$ cat config.mk
export PLATFORM = sky130hd
export DESIGN_NAME = ps2_keymap
export DESIGN_NICKNAME = d
export VERILOG_FILES = /design/src/rtl/ps2_keymap.sv
export SDC_FILE = /design/constraint.sdc
export NUM_CORES = 1
export LEC_CHECK = 0
export BUFFER_PORTS_ARGS = -buffer_cell sky130_fd_sc_hd__buf_4
export CELL_PAD_IN_SITES_DETAIL_PLACEMENT = 2
export CELL_PAD_IN_SITES_GLOBAL_PLACEMENT = 2
export CORE_MARGIN = 10
export CORE_UTILIZATION = 39
export DETAILED_ROUTE_END_ITERATION = 8
export GPL_TIMING_DRIVEN = 0
export PLACE_DENSITY = 0.77
export SLEW_MARGIN = 10
export SYNTH_ARGS = -nofsm -noshare
export SYNTH_HDL_FRONTEND = slang
export SYNTH_SLANG_ARGS = --single-unit
$ cat constraint.sdc
create_clock -name clk_sys -period 3.3 [get_ports clk_sys]
set_input_delay 0.66 -clock clk_sys [delete_from_list [all_inputs] [get_ports clk_sys]]
set_output_delay 0.66 -clock clk_sys [all_outputs]
set_load 0.05 [all_outputs]
$ cat src/rtl/ps2_keymap.sv
// -----------------------------------------------------------------------------
// ps2_keymap
//
// Programmable PS/2 key-event to arcade-button mapper. Key events from the
// hps_io ps2_key bus are edge-detected on the toggle bit, queued in a small
// FIFO, then matched one map entry per cycle against a runtime-loadable table.
// Every matching entry drives its button bit, with a per-button minimum pulse
// width so very short taps are still seen by the core.
//
// Parameters
//   NUM_BTN    : number of buttons / map entries (2..64)
//   FIFO_DEPTH : key-event queue depth (power of 2, >= 2)
//   MIN_PULSE  : minimum cycles a button stays asserted once pressed (>= 1)
//
// Ports
//   clk_sys   in  : system clock, rising edge
//   reset_n   in  : asynchronous active-low reset
//   ps2_key   in  : [10] event toggle, [9] pressed, [8] extended, [7:0] code
//   map_we    in  : map table write strobe
//   map_idx   in  : map entry to write
//   map_entry in  : [10] valid, [9] wild, [8] extended, [7:0] code
//   clear_all in  : synchronous release-all / flush (map table kept)
//   btn       out : button state, bit k driven by map entry k
//   busy      out : FIFO non-empty or scan in progress (registered)
//   overflow  out : sticky, a key event was dropped on a full FIFO
//
// Build option
//   KEYMAP_WILDCARD_EN : when defined, an entry's wild bit makes the match
//                        ignore the extended bit; otherwise wild is stored
//                        but has no effect.
// -----------------------------------------------------------------------------
module ps2_keymap #(
   parameter int NUM_BTN    = 32,
   parameter int FIFO_DEPTH = 4,
   parameter int MIN_PULSE  = 16
) (
   input  logic                       clk_sys,
   input  logic                       reset_n,
   input  logic [10:0]                ps2_key,
   input  logic                       map_we,
   input  logic [$clog2(NUM_BTN)-1:0] map_idx,
   input  logic [10:0]                map_entry,
   input  logic                       clear_all,
   output logic [NUM_BTN-1:0]         btn,
   output logic                       busy,
   output logic                       overflow
);

   localparam int IDX_W = $clog2(NUM_BTN);
   localparam int PTR_W = $clog2(FIFO_DEPTH);
   localparam int CNT_W = (MIN_PULSE > 1) ? $clog2(MIN_PULSE) : 1;

   localparam logic [IDX_W-1:0] LAST_IDX   = IDX_W'(NUM_BTN - 1);
   localparam logic [CNT_W-1:0] CNT_RELOAD = CNT_W'(MIN_PULSE - 1);
   localparam logic [PTR_W:0]   FIFO_FULL  = (PTR_W + 1)'(FIFO_DEPTH);

   typedef struct packed {
      logic       pressed;
      logic       ext;
      logic [7:0] code;
   } key_evt_t;

   typedef struct packed {
      logic       valid;
      logic       wild;
      logic       ext;
      logic [7:0] code;
   } map_entry_t;

   typedef enum logic {
      S_IDLE = 1'b0,
      S_SCAN = 1'b1
   } state_t;

   // ---------------------------------------------------------------------------
   // Toggle edge detect. The first edge after reset only primes old_tog so a
   // stale toggle level left over from before reset is never taken as an event.
   // ---------------------------------------------------------------------------
   logic     primed;
   logic     old_tog;
   logic     evt_fire;
   key_evt_t evt_in;

   assign evt_in   = key_evt_t'(ps2_key[9:0]);
   assign evt_fire = primed && (ps2_key[10] != old_tog);

   // NOTE: sequential state uses non-blocking assignments so every flop samples
   // the pre-edge value of its inputs regardless of block ordering.
   always_ff @(posedge clk_sys or negedge reset_n) begin
      if (!reset_n) begin
         primed  <= 1'b0;
         old_tog <= 1'b0;
      end else begin
         primed  <= 1'b1;
         old_tog <= ps2_key[10];
      end
   end

   // ---------------------------------------------------------------------------
   // Event FIFO
   // ---------------------------------------------------------------------------
   key_evt_t         fifo_mem [FIFO_DEPTH];
   logic [PTR_W-1:0] wr_ptr;
   logic [PTR_W-1:0] rd_ptr;
   logic [PTR_W:0]   fifo_cnt;
   logic [PTR_W:0]   fifo_cnt_nxt;
   logic             fifo_empty;
   logic             fifo_full;
   logic             push;
   logic             pop;

   assign fifo_empty = (fifo_cnt == '0);
   assign fifo_full  = (fifo_cnt == FIFO_FULL);
   // A full FIFO still accepts the push when the head leaves on the same edge.
   assign push       = evt_fire && !clear_all && (!fifo_full || pop);

   // NOTE: every signal written in an always_comb gets a default first, so no
   // path leaves it unassigned and no latch is inferred.
   always_comb begin
      fifo_cnt_nxt = fifo_cnt;
      if (clear_all)
         fifo_cnt_nxt = '0;
      else if (push && !pop)
         fifo_cnt_nxt = fifo_cnt + (PTR_W + 1)'(1);
      else if (pop && !push)
         fifo_cnt_nxt = fifo_cnt - (PTR_W + 1)'(1);
   end

   always_ff @(posedge clk_sys or negedge reset_n) begin
      if (!reset_n) begin
         wr_ptr   <= '0;
         rd_ptr   <= '0;
         fifo_cnt <= '0;
         overflow <= 1'b0;
      end else begin
         fifo_cnt <= fifo_cnt_nxt;
         if (clear_all) begin
            wr_ptr   <= '0;
            rd_ptr   <= '0;
            overflow <= 1'b0;
         end else begin
            if (push)
               wr_ptr <= wr_ptr + PTR_W'(1);
            if (pop)
               rd_ptr <= rd_ptr + PTR_W'(1);
            if (evt_fire && !push)
               overflow <= 1'b1;
         end
      end
   end

   // NOTE: the FIFO storage has no reset; the pointers and count alone define
   // which slots hold valid data, so clearing the array would buy nothing.
   always_ff @(posedge clk_sys) begin
      if (push)
         fifo_mem[wr_ptr] <= evt_in;
   end

   // ---------------------------------------------------------------------------
   // Map table. Compares read the registered entry, so a write to the entry
   // being compared on the same edge takes effect only for later scans.
   // ---------------------------------------------------------------------------
   map_entry_t map_tbl [NUM_BTN];
   logic       map_wr_ok;

   assign map_wr_ok = map_we && ({1'b0, map_idx} < (IDX_W + 1)'(NUM_BTN));

   always_ff @(posedge clk_sys or negedge reset_n) begin
      if (!reset_n) begin
         for (int i = 0; i < NUM_BTN; i++)
            map_tbl[i] <= '0;
      end else if (map_wr_ok) begin
         map_tbl[map_idx] <= map_entry_t'(map_entry);
      end
   end

   // ---------------------------------------------------------------------------
   // Scan FSM: IDLE pops one event, SCAN visits every entry once.
   // ---------------------------------------------------------------------------
   state_t           state;
   state_t           state_nxt;
   logic [IDX_W-1:0] idx;
   key_evt_t         cur;
   logic             scan_en;

   always_ff @(posedge clk_sys or negedge reset_n) begin
      if (!reset_n)
         state <= S_IDLE;
      else
         state <= state_nxt;
   end

   always_comb begin
      state_nxt = state;
      case (state)
         S_IDLE: if (!fifo_empty)      state_nxt = S_SCAN;
         S_SCAN: if (idx == LAST_IDX)  state_nxt = S_IDLE;
      endcase
      if (clear_all)
         state_nxt = S_IDLE;
   end

   always_comb begin
      pop     = 1'b0;
      scan_en = 1'b0;
      case (state)
         S_IDLE: pop     = !fifo_empty && !clear_all;
         S_SCAN: scan_en = !clear_all;
      endcase
   end

   always_ff @(posedge clk_sys or negedge reset_n) begin
      if (!reset_n) begin
         idx <= '0;
         cur <= '0;
      end else if (pop) begin
         idx <= '0;
         cur <= fifo_mem[rd_ptr];
      end else if (scan_en) begin
         idx <= idx + IDX_W'(1);
      end
   end

   always_ff @(posedge clk_sys or negedge reset_n) begin
      if (!reset_n)
         busy <= 1'b0;
      else
         busy <= (fifo_cnt_nxt != '0) || (state_nxt == S_SCAN);
   end

   // ---------------------------------------------------------------------------
   // Entry match
   // ---------------------------------------------------------------------------
   map_entry_t         ent;
   logic               ext_ok;
   logic               hit;
   logic [NUM_BTN-1:0] apply_vec;

   assign ent = map_tbl[idx];

`ifdef KEYMAP_WILDCARD_EN
   assign ext_ok = ent.wild || (ent.ext == cur.ext);
`else
   logic unused_wild;
   assign unused_wild = ent.wild;
   assign ext_ok      = (ent.ext == cur.ext);
`endif

   assign hit = scan_en && ent.valid && (ent.code == cur.code) && ext_ok;

   always_comb begin
      apply_vec = '0;
      if (hit)
         apply_vec[idx] = 1'b1;
   end

   // ---------------------------------------------------------------------------
   // Button bank with minimum pulse width. A release that arrives while the
   // counter is still running is parked in rel_pend and applied when the
   // counter has reached zero; a new press cancels it.
   // ---------------------------------------------------------------------------
   logic [CNT_W-1:0]   cnt [NUM_BTN];
   logic [NUM_BTN-1:0] rel_pend;

   always_ff @(posedge clk_sys or negedge reset_n) begin
      if (!reset_n) begin
         btn      <= '0;
         rel_pend <= '0;
         for (int k = 0; k < NUM_BTN; k++)
            cnt[k] <= '0;
      end else begin
         for (int k = 0; k < NUM_BTN; k++) begin
            if (clear_all) begin
               btn[k]      <= 1'b0;
               rel_pend[k] <= 1'b0;
               cnt[k]      <= '0;
            end else if (apply_vec[k] && cur.pressed) begin
               btn[k]      <= 1'b1;
               rel_pend[k] <= 1'b0;
               cnt[k]      <= CNT_RELOAD;
            end else begin
               if (cnt[k] != '0)
                  cnt[k] <= cnt[k] - CNT_W'(1);
               if (apply_vec[k]) begin
                  if (cnt[k] == '0) begin
                     btn[k]      <= 1'b0;
                     rel_pend[k] <= 1'b0;
                  end else begin
                     rel_pend[k] <= 1'b1;
                  end
               end else if (rel_pend[k] && (cnt[k] == '0)) begin
                  btn[k]      <= 1'b0;
                  rel_pend[k] <= 1'b0;
               end
            end
         end
      end
   end

endmodule
==> results of run 1 <==
==> final timing paths <==
check / endpoint / from / cells after the start
worst max-delay path: rel_pend[6] / idx[0] / 19
worst min-delay path: old_tog / ps2_key[10] / 1
worst max register to register: rel_pend[6] / idx[0] / 19
worst min register to register: map_tbl[280] / map_tbl[280] / 1
max in group asynchronous: map_tbl[198] / reset_n / 5
min in group asynchronous: cnt[120] / reset_n / 2
==> cell type report <==
type	count	area (sq um)	share of cell area, %
Sequential cell	579	14700	40.9
Multi-Input combinational cell	1600	14000	39.0
Timing Repair Buffer	194	2070	5.77
Clock buffer	98	2020	5.61
Buffer	151	1290	3.59
Tap cell	950	1190	3.31
Clock inverter	23	342	0.951
Inverter	79	297	0.826
==> cell families after synthesis <==
logic type,count (synthesis)
muxes,484
other,1
and+or+nand+nor,592
AOI/OAI and AO/OA,417
xor gates and xnor gates,62
adders and majority gates,44
DFF,579
buffers and inverters,237
==> power by group <==
group | switching [mW] | total, mW | internal (mW)
clock network | 3.56 | 8.20 | 4.64
logic | 8.39 | 14.9 | 6.49
registers | 1.46 | 10.1 | 8.68
==> placed cells by master (no fill, tap or decap), drive strengths merged, types with 24 or more instances in the layout <==
| cell | count |
|---|---|
| a21oi | 98 |
| nor3 | 40 |
| a32oi | 24 |
| dfrtp | 539 |
| ha | 44 |
| mux2 | 323 |
| nor2b | 24 |
| clkbuf | 209 |
| nand4 | 49 |
| buf | 232 |
| nor3b | 24 |
| xnor2 | 57 |
| nand2 | 116 |
| nor2 | 102 |
| edfxtp | 40 |
| o21ai | 116 |
| mux2i | 141 |
| or3 | 64 |
| o22ai | 135 |
| inv | 83 |
| nand2b | 58 |
==> through the flow <==
stage                     TNS (ns)  instance area (sq um)
after global routing       -158.02                  35900
after detailed placement   -336.18                  30200
final                      -149.42                  35900
after floorplan                  0                  28300
after global placement    -2549.54                  29900
after CTS                   -64.51                  34000
==> routing by layer <==
metal	track usage (%)	part of all wire, %
met4	16.5	7.9
met5	0	0
met1	32.9	36
met2	47.9	49
met3	5.17	6.9
==> sequential cells by signal (all words and copies together), names as in the netlist, 2 cells and up <==
name,count
map_tbl,320
fifo_mem,40
fifo_cnt,3
idx,5
cnt,128
cur,10
rel_pend,32
wr_ptr,2
btn,32
rd_ptr,2
==> timing repair <==
item                                    CTS  global route
pin swaps                                58           119
setup buffers                            42            63
gates cloned                              4            13
hold buffers                              1             0
endpoints found under the setup margin  192           202
hold endpoints to repair                 12             0
resized for setup                       224           275
==> reports/results.md, run 1 <==
* complete, but fails checks — result of the run
* setup timing — failing checks
* 2748 — final net count
* 0.224 GHz — max frequency
* 925 nW/um^2 — power density normalized to cell area
* 0 — number of antenna repair diodes
* 289 um — vertical extent of the die
* 175 mm — wire length of the first global-routing pass
* 33.2 mW — power after layout
* 47.7% — Synth top area share
* 0.07 ns — post-CTS clock slew at the launch and capture registers of the worst setup and hold paths
* 11.7 sq um — Avg Synthesized Cell Area
* 0 — number of remaining DRC errors
* 4.46 ns — Min Clock Period, post-route
* 0.140 ns — tightest hold margin
* 1.92% — XOR/XNOR Fraction of Synth Area
* 0 — count of maximum capacitance violations
* 65 — number of placed I/O pins
* 65 — library cells used by synthesis
* 19.5% — proportion of synthesized area in mux cells
* multiplexers — combinational family with the most area after synthesis
* 2416 — post-synthesis instance total
* 0.000517 V — peak ir drop on the vdd network
* register — sort of element at the end of the critical path
* 8.70% — area fraction in compound gates after synthesis
* 68 — number of buffers added by the clock tree synthesis step
* -2.06 ns — worst slack after detailed placement
* sky130_fd_sc_hd__dfrtp_1 — Most used DFF post-synth
* 0 — post-route antenna net violation count
* 6782 — number of fill cells
* 116 — maximum number of pins on one net before global-route repair
* 36.7% — layout cells sized above 1
* 3.82 ns — Worst Path Required
* 25200 — number of global-route vias before repair
* 0 — Max Transition Viols Final
* 40 — EDFF count, synth
* 71700 sq um — placeable core region
* 4 — initial antenna violation count
* reg -> reg — Setup CP Type
* 0 — total number of yosys warnings
* 1.95% — adder-cell share of the synthesized area
* sky130_fd_sc_hd__dfrtp_1 (539), sky130_fd_sc_hd__mux2_2 (323), sky130_fd_sc_hd__mux2i_1 (141) — top post-synthesis cells by count
* 1.16 ns — slew at the pin closest to its max-slew limit
* built — clock tree from TritonCTS
* 0.0555 ns — Clock Skew
* 11.8% — Post-Synth Simple-Gate Area
* 135% — period utilisation layout
* sky130_fd_sc_hd__clkbuf_16 — CTS Root Buffer Type
* 28.1% — overall routing resource usage
* 37.0 um — routed length per instance
* 83700 sq um — Die Area
* register — kind of launch point of the worst setup path
* 3 — deepest clock path buffer count
* 2491 — net count after synthesis
* 579 — clk sinks
* sky130_fd_sc_hd__dfrtp_1 — most instantiated library cell after synthesis
* 195 — final setup violation count
* 0 — global-route congestion overflow total
* 28300 sq um — summed instance area of the synthesized netlist
* 23500 — total vias in the final route
* 289 um — floorplan die width
* 7 — highest fanout seen on the critical path
* 72.4 mm — HPWL after DPL
* -1.16 ns — flop2flop setup slack
* 27.0% — Area Overhead vs Synth
* 11 — Buffers & Inverters on Critical Path
* true — RSZ-0062 raised after global routing
* 3 — H-tree level count
* 0 — final hold violation count
* sky130_fd_sc_hd__buf_12 — most repeated library cell on the critical path
* 3674 — count of placed standard cells in the final layout, fillers left out
* buffers and inverters — largest delay contributor family on the critical path
* 0.850 — GPL Wtd Cong
* 0.67 ns — insertion delay of the later-clocked pin in the worst-skew pair
* 4.98 ns — CP arrival
* 52.0% — sequential cell area fraction in the yosys report
* 136 mm — wire length reported by the detailed router
* 6.41 — via density per instance
* sky130_fd_sc_hd__dfrtp_1 — library cell with the largest summed area after synthesis
* in -> reg — Tightest Hold Check Type
* buf_8, buf_12, buf_16, buf_12, buf_16, clkbuf_16, buf_4, mux2i_1, o22ai_1, nor4_2, buf_4, a21oi_2, nor4_4, buf_6, buf_12, clkbuf_16, nand4_1, or3_1, a21oi_1 — cells traversed along the worst timing path
* 1935 — Detailed Route Iter0 Violations
* 579 — #FFs+latches synth
* 7 — First-pass DRT Iterations
* 93.1% — post-synthesis async set-or-reset flop share
* 15.1 nW — static leakage
* 50.1% — final cell utilization of the core
* 3439 — Placed Cells
* sky130_fd_sc_hd__dfrtp_1 — library cell contributing the largest single delay on the critical path
* 0.41 ns — maximum cell stage delay along the critical path
* 58 — count of input and output buffers
* 98 — num rows
* 22.5% — worst slew margin relative to its limit
* 39.4% — Initial Util
* sky130_fd_sc_hd__dfrtp_1 (48%), sky130_fd_sc_hd__mux2_2 (13%), sky130_fd_sc_hd__mux2i_1 (5.0%), sky130_fd_sc_hd__edfxtp_1 (4.2%), sky130_fd_sc_hd__o22ai_1 (2.9%) — largest cells by area after synthesis
* -1.16 ns — worst path setup slack after routing
Power figures use the tool's default switching activity.
==> inputs of run 2 (changes only) <==
--- a/config.mk
+++ b/config.mk
@@ -9,10 +9,10 @@
 export CELL_PAD_IN_SITES_DETAIL_PLACEMENT = 2
 export CELL_PAD_IN_SITES_GLOBAL_PLACEMENT = 2
 export CORE_MARGIN = 10
-export CORE_UTILIZATION = 39
+export CORE_UTILIZATION = 25
 export DETAILED_ROUTE_END_ITERATION = 8
 export GPL_TIMING_DRIVEN = 0
-export PLACE_DENSITY = 0.77
+export PLACE_DENSITY = 0.55
 export SLEW_MARGIN = 10
 export SYNTH_ARGS = -nofsm -noshare
 export SYNTH_HDL_FRONTEND = slang
==> run 2 against run 1 <==
Effect of this change: the run still ends with setup timing left; global-route usage is 10 points lower; final area is 2.4% higher; core utilization is 17 points lower; final cell count is 16% higher; highest routed layer is now met5; largest power group unchanged; clock power is 4.6% higher; die area is 52% higher; sequential share of layout area is 0.94 points lower.
==> reports/results.md, run 2 (same netlist as run 1, synthesis figures left out) <==
* 0 — post-route antenna net violation count
* 41.6% — Combinational Power Share
* 3 — deepest clock path buffer count
* buf_6, buf_12, buf_12, buf_16, buf_16, buf_12, buf_8, mux2i_1, o22ai_2, nor4_4, a21oi_4, nor4_4, buf_6, buf_12, buf_12, buf_16, nand4_1, or3_1, a21oi_1 — cells traversed along the worst timing path
* 111 — maximum number of pins on one net before global-route repair
* 1101 — Detailed Route Iter0 Violations
* 0.792 — GPL Wtd Cong
* 5.04 — via density per instance
* setup timing — failing checks
* 0 — count of maximum capacitance violations
* 36800 sq um — finished layout cell area
* sky130_fd_sc_hd__clkbuf_16 — CTS Root Buffer Type
* map_tbl x320, cnt x128, fifo_mem x40 — leading registers by flop count
* 31.2% — sequential power share
* 0.0263 ns — Clock Skew
* 21500 — total vias in the final route
* 0 — number of remaining DRC errors
* sky130_fd_sc_hd__dfrtp_1 (535), sky130_fd_sc_hd__mux2_2 (323), sky130_fd_sc_hd__buf_4 (152), sky130_fd_sc_hd__mux2i_1 (121), sky130_fd_sc_hd__nand2_1 (115) — commonest non-fill, non-tap cells in the layout
* 36.7% — Switching Share
* 168 mm — wire length of the first global-routing pass
* 7 — highest fanout seen on the critical path
* 27.1 um — routed length per instance
* 123 — num rows
* 0.258 GHz — max frequency
* 65 — number of placed I/O pins
* 0 — final hold violation count
* reg -> reg — Setup CP Type
* 3 — H-tree level count
* 11.6 mW — power dissipated by switching net loads
* 857 nW/um^2 — power density normalized to cell area
* 3 — initial antenna violation count
* 19.9 mW — total internal power
* 356 um — vertical extent of the die
* 3.87 ns — Min Clock Period, post-route
* 192 — final setup violation count
* sky130_fd_sc_hd__dfrtp_1 — most common cell after layout, fill and taps aside
* 31000 sq um — post-placement cell area
* 0 — Max Transition Viols Final
* 58 — count of input and output buffers
* complete, but fails checks — result of the run
* 17.7% — overall routing resource usage
* 4.43 ns — CP arrival
* 27.2% — Clk pwr share
* 0.000389 V — peak ir drop on the vdd network
* -0.572 ns — worst path setup slack after routing
* 10.1% — worst slew margin relative to its limit
* 11800 — number of fill cells
* 0.134 ns — tightest hold margin
* 356 um — floorplan die width
* 117% — period utilisation layout
* sky130_fd_sc_hd__buf_12 — most repeated library cell on the critical path
* built — clock tree from TritonCTS
* 127000 sq um — Die Area
* register — sort of element at the end of the critical path
* sky130_fd_sc_hd__or3_1 — library cell contributing the largest single delay on the critical path
* 75.9 mm — HPWL after DPL
* 24200 — number of global-route vias before repair
* 0.66 ns — insertion delay of the later-clocked pin in the worst-skew pair
* true — RSZ-0062 raised after global routing
* 31.5 mW — power after layout
* 1.35 ns — slew at the pin closest to its max-slew limit
* 3.86 ns — Worst Path Required
* 320 — number of flip-flops in the largest register
* 579 — clk sinks
* 30.0% — Area Overhead vs Synth
* 32.7% — final cell utilization of the core
* 0.42 ns — maximum cell stage delay along the critical path
* 25.2% — Initial Util
* map_tbl — register name with the most flops
* 112000 sq um — placeable core region
* 0.06 ns — post-CTS clock slew at the launch and capture registers of the worst setup and hold paths
* 2776 — final net count
* 36.8% — layout cells sized above 1
* 75 — number of buffers added by the clock tree synthesis step
* buffers and inverters — largest delay contributor family on the critical path
* register — kind of launch point of the worst setup path
* in -> reg — Tightest Hold Check Type
* 115 mm — wire length reported by the detailed router
* 11 — Buffers & Inverters on Critical Path
* 15.3 nW — static leakage
* 5 — First-pass DRT Iterations
* 0 — global-route congestion overflow total
-- run 2: final timing paths --
check	from	slack, ns	end	cells after the start
min in group asynchronous	reset_n	0.54	cnt[119]	2
worst max register to register	idx[0]	-0.57	rel_pend[15]	19
worst min-delay path	ps2_key[10]	0.13	old_tog	1
worst max-delay path	idx[0]	-0.57	rel_pend[15]	19
worst min register to register	map_tbl[13]	0.50	map_tbl[13]	1
max in group asynchronous	reset_n	0.85	map_tbl[6]	5
-- run 2: metal layers --
metal  vias up  wire length [um]  global-route usage (%)
met3       180              3040                    2.08
met4         2              3720                    5.33
met1     11500             48900                    21.9
met2       354             59800                    32.0
met5         -                11                       0
li1       9405                 -                       -
-- run 2: timing repair --
item                                    in CTS  in global routing
gates resized for setup                    224                287
gates cloned                                 8                  5
pin swaps                                   72                116
setup buffers                               80                 43
hold buffers                                 1                  0
hold endpoints to repair                    54                  0
endpoints found under the setup margin     194                195
-- run 2: metrics by stage --
step	TNS, ns	setup slack [ns]	instances
5_1_grt	-85.86	-0.627	4257
3_3_place_gp	-2787.27	-4.61	3974
6_report	-67.54	-0.572	4259
4_1_cts	-57.47	-0.404	4213
3_5_place_dp	-371.46	-2.30	3993
2_1_floorplan	0	0.140	2416
-- run 2: layout make-up --
type / count / area (sq um) / area share [%]
sequential: 579 / 14700 / 40.0
multi-input combinational: 1600 / 13800 / 37.5
clock buffer: 112 / 2260 / 6.14
timing repair buffer: 209 / 2180 / 5.92
tap: 1500 / 1880 / 5.11
buffer: 157 / 1350 / 3.68
clock inverter: 21 / 318 / 0.865
inverter: 79 / 297 / 0.807
antenna: 2 / 5.00 / 0.0136
-- run 2: power by group through the flow --
stage | sequential, mW | clock, mW | combinational [mW]
2_1_floorplan | 9.50 | 0 | 6.86
3_3_place_gp | 9.72 | 0 | 9.44
3_5_place_dp | 9.87 | 0 | 9.86
4_1_cts | 9.78 | 8.80 | 11.9
5_1_grt | 10.0 | 9.14 | 14.1
6_report | 9.82 | 8.58 | 13.1
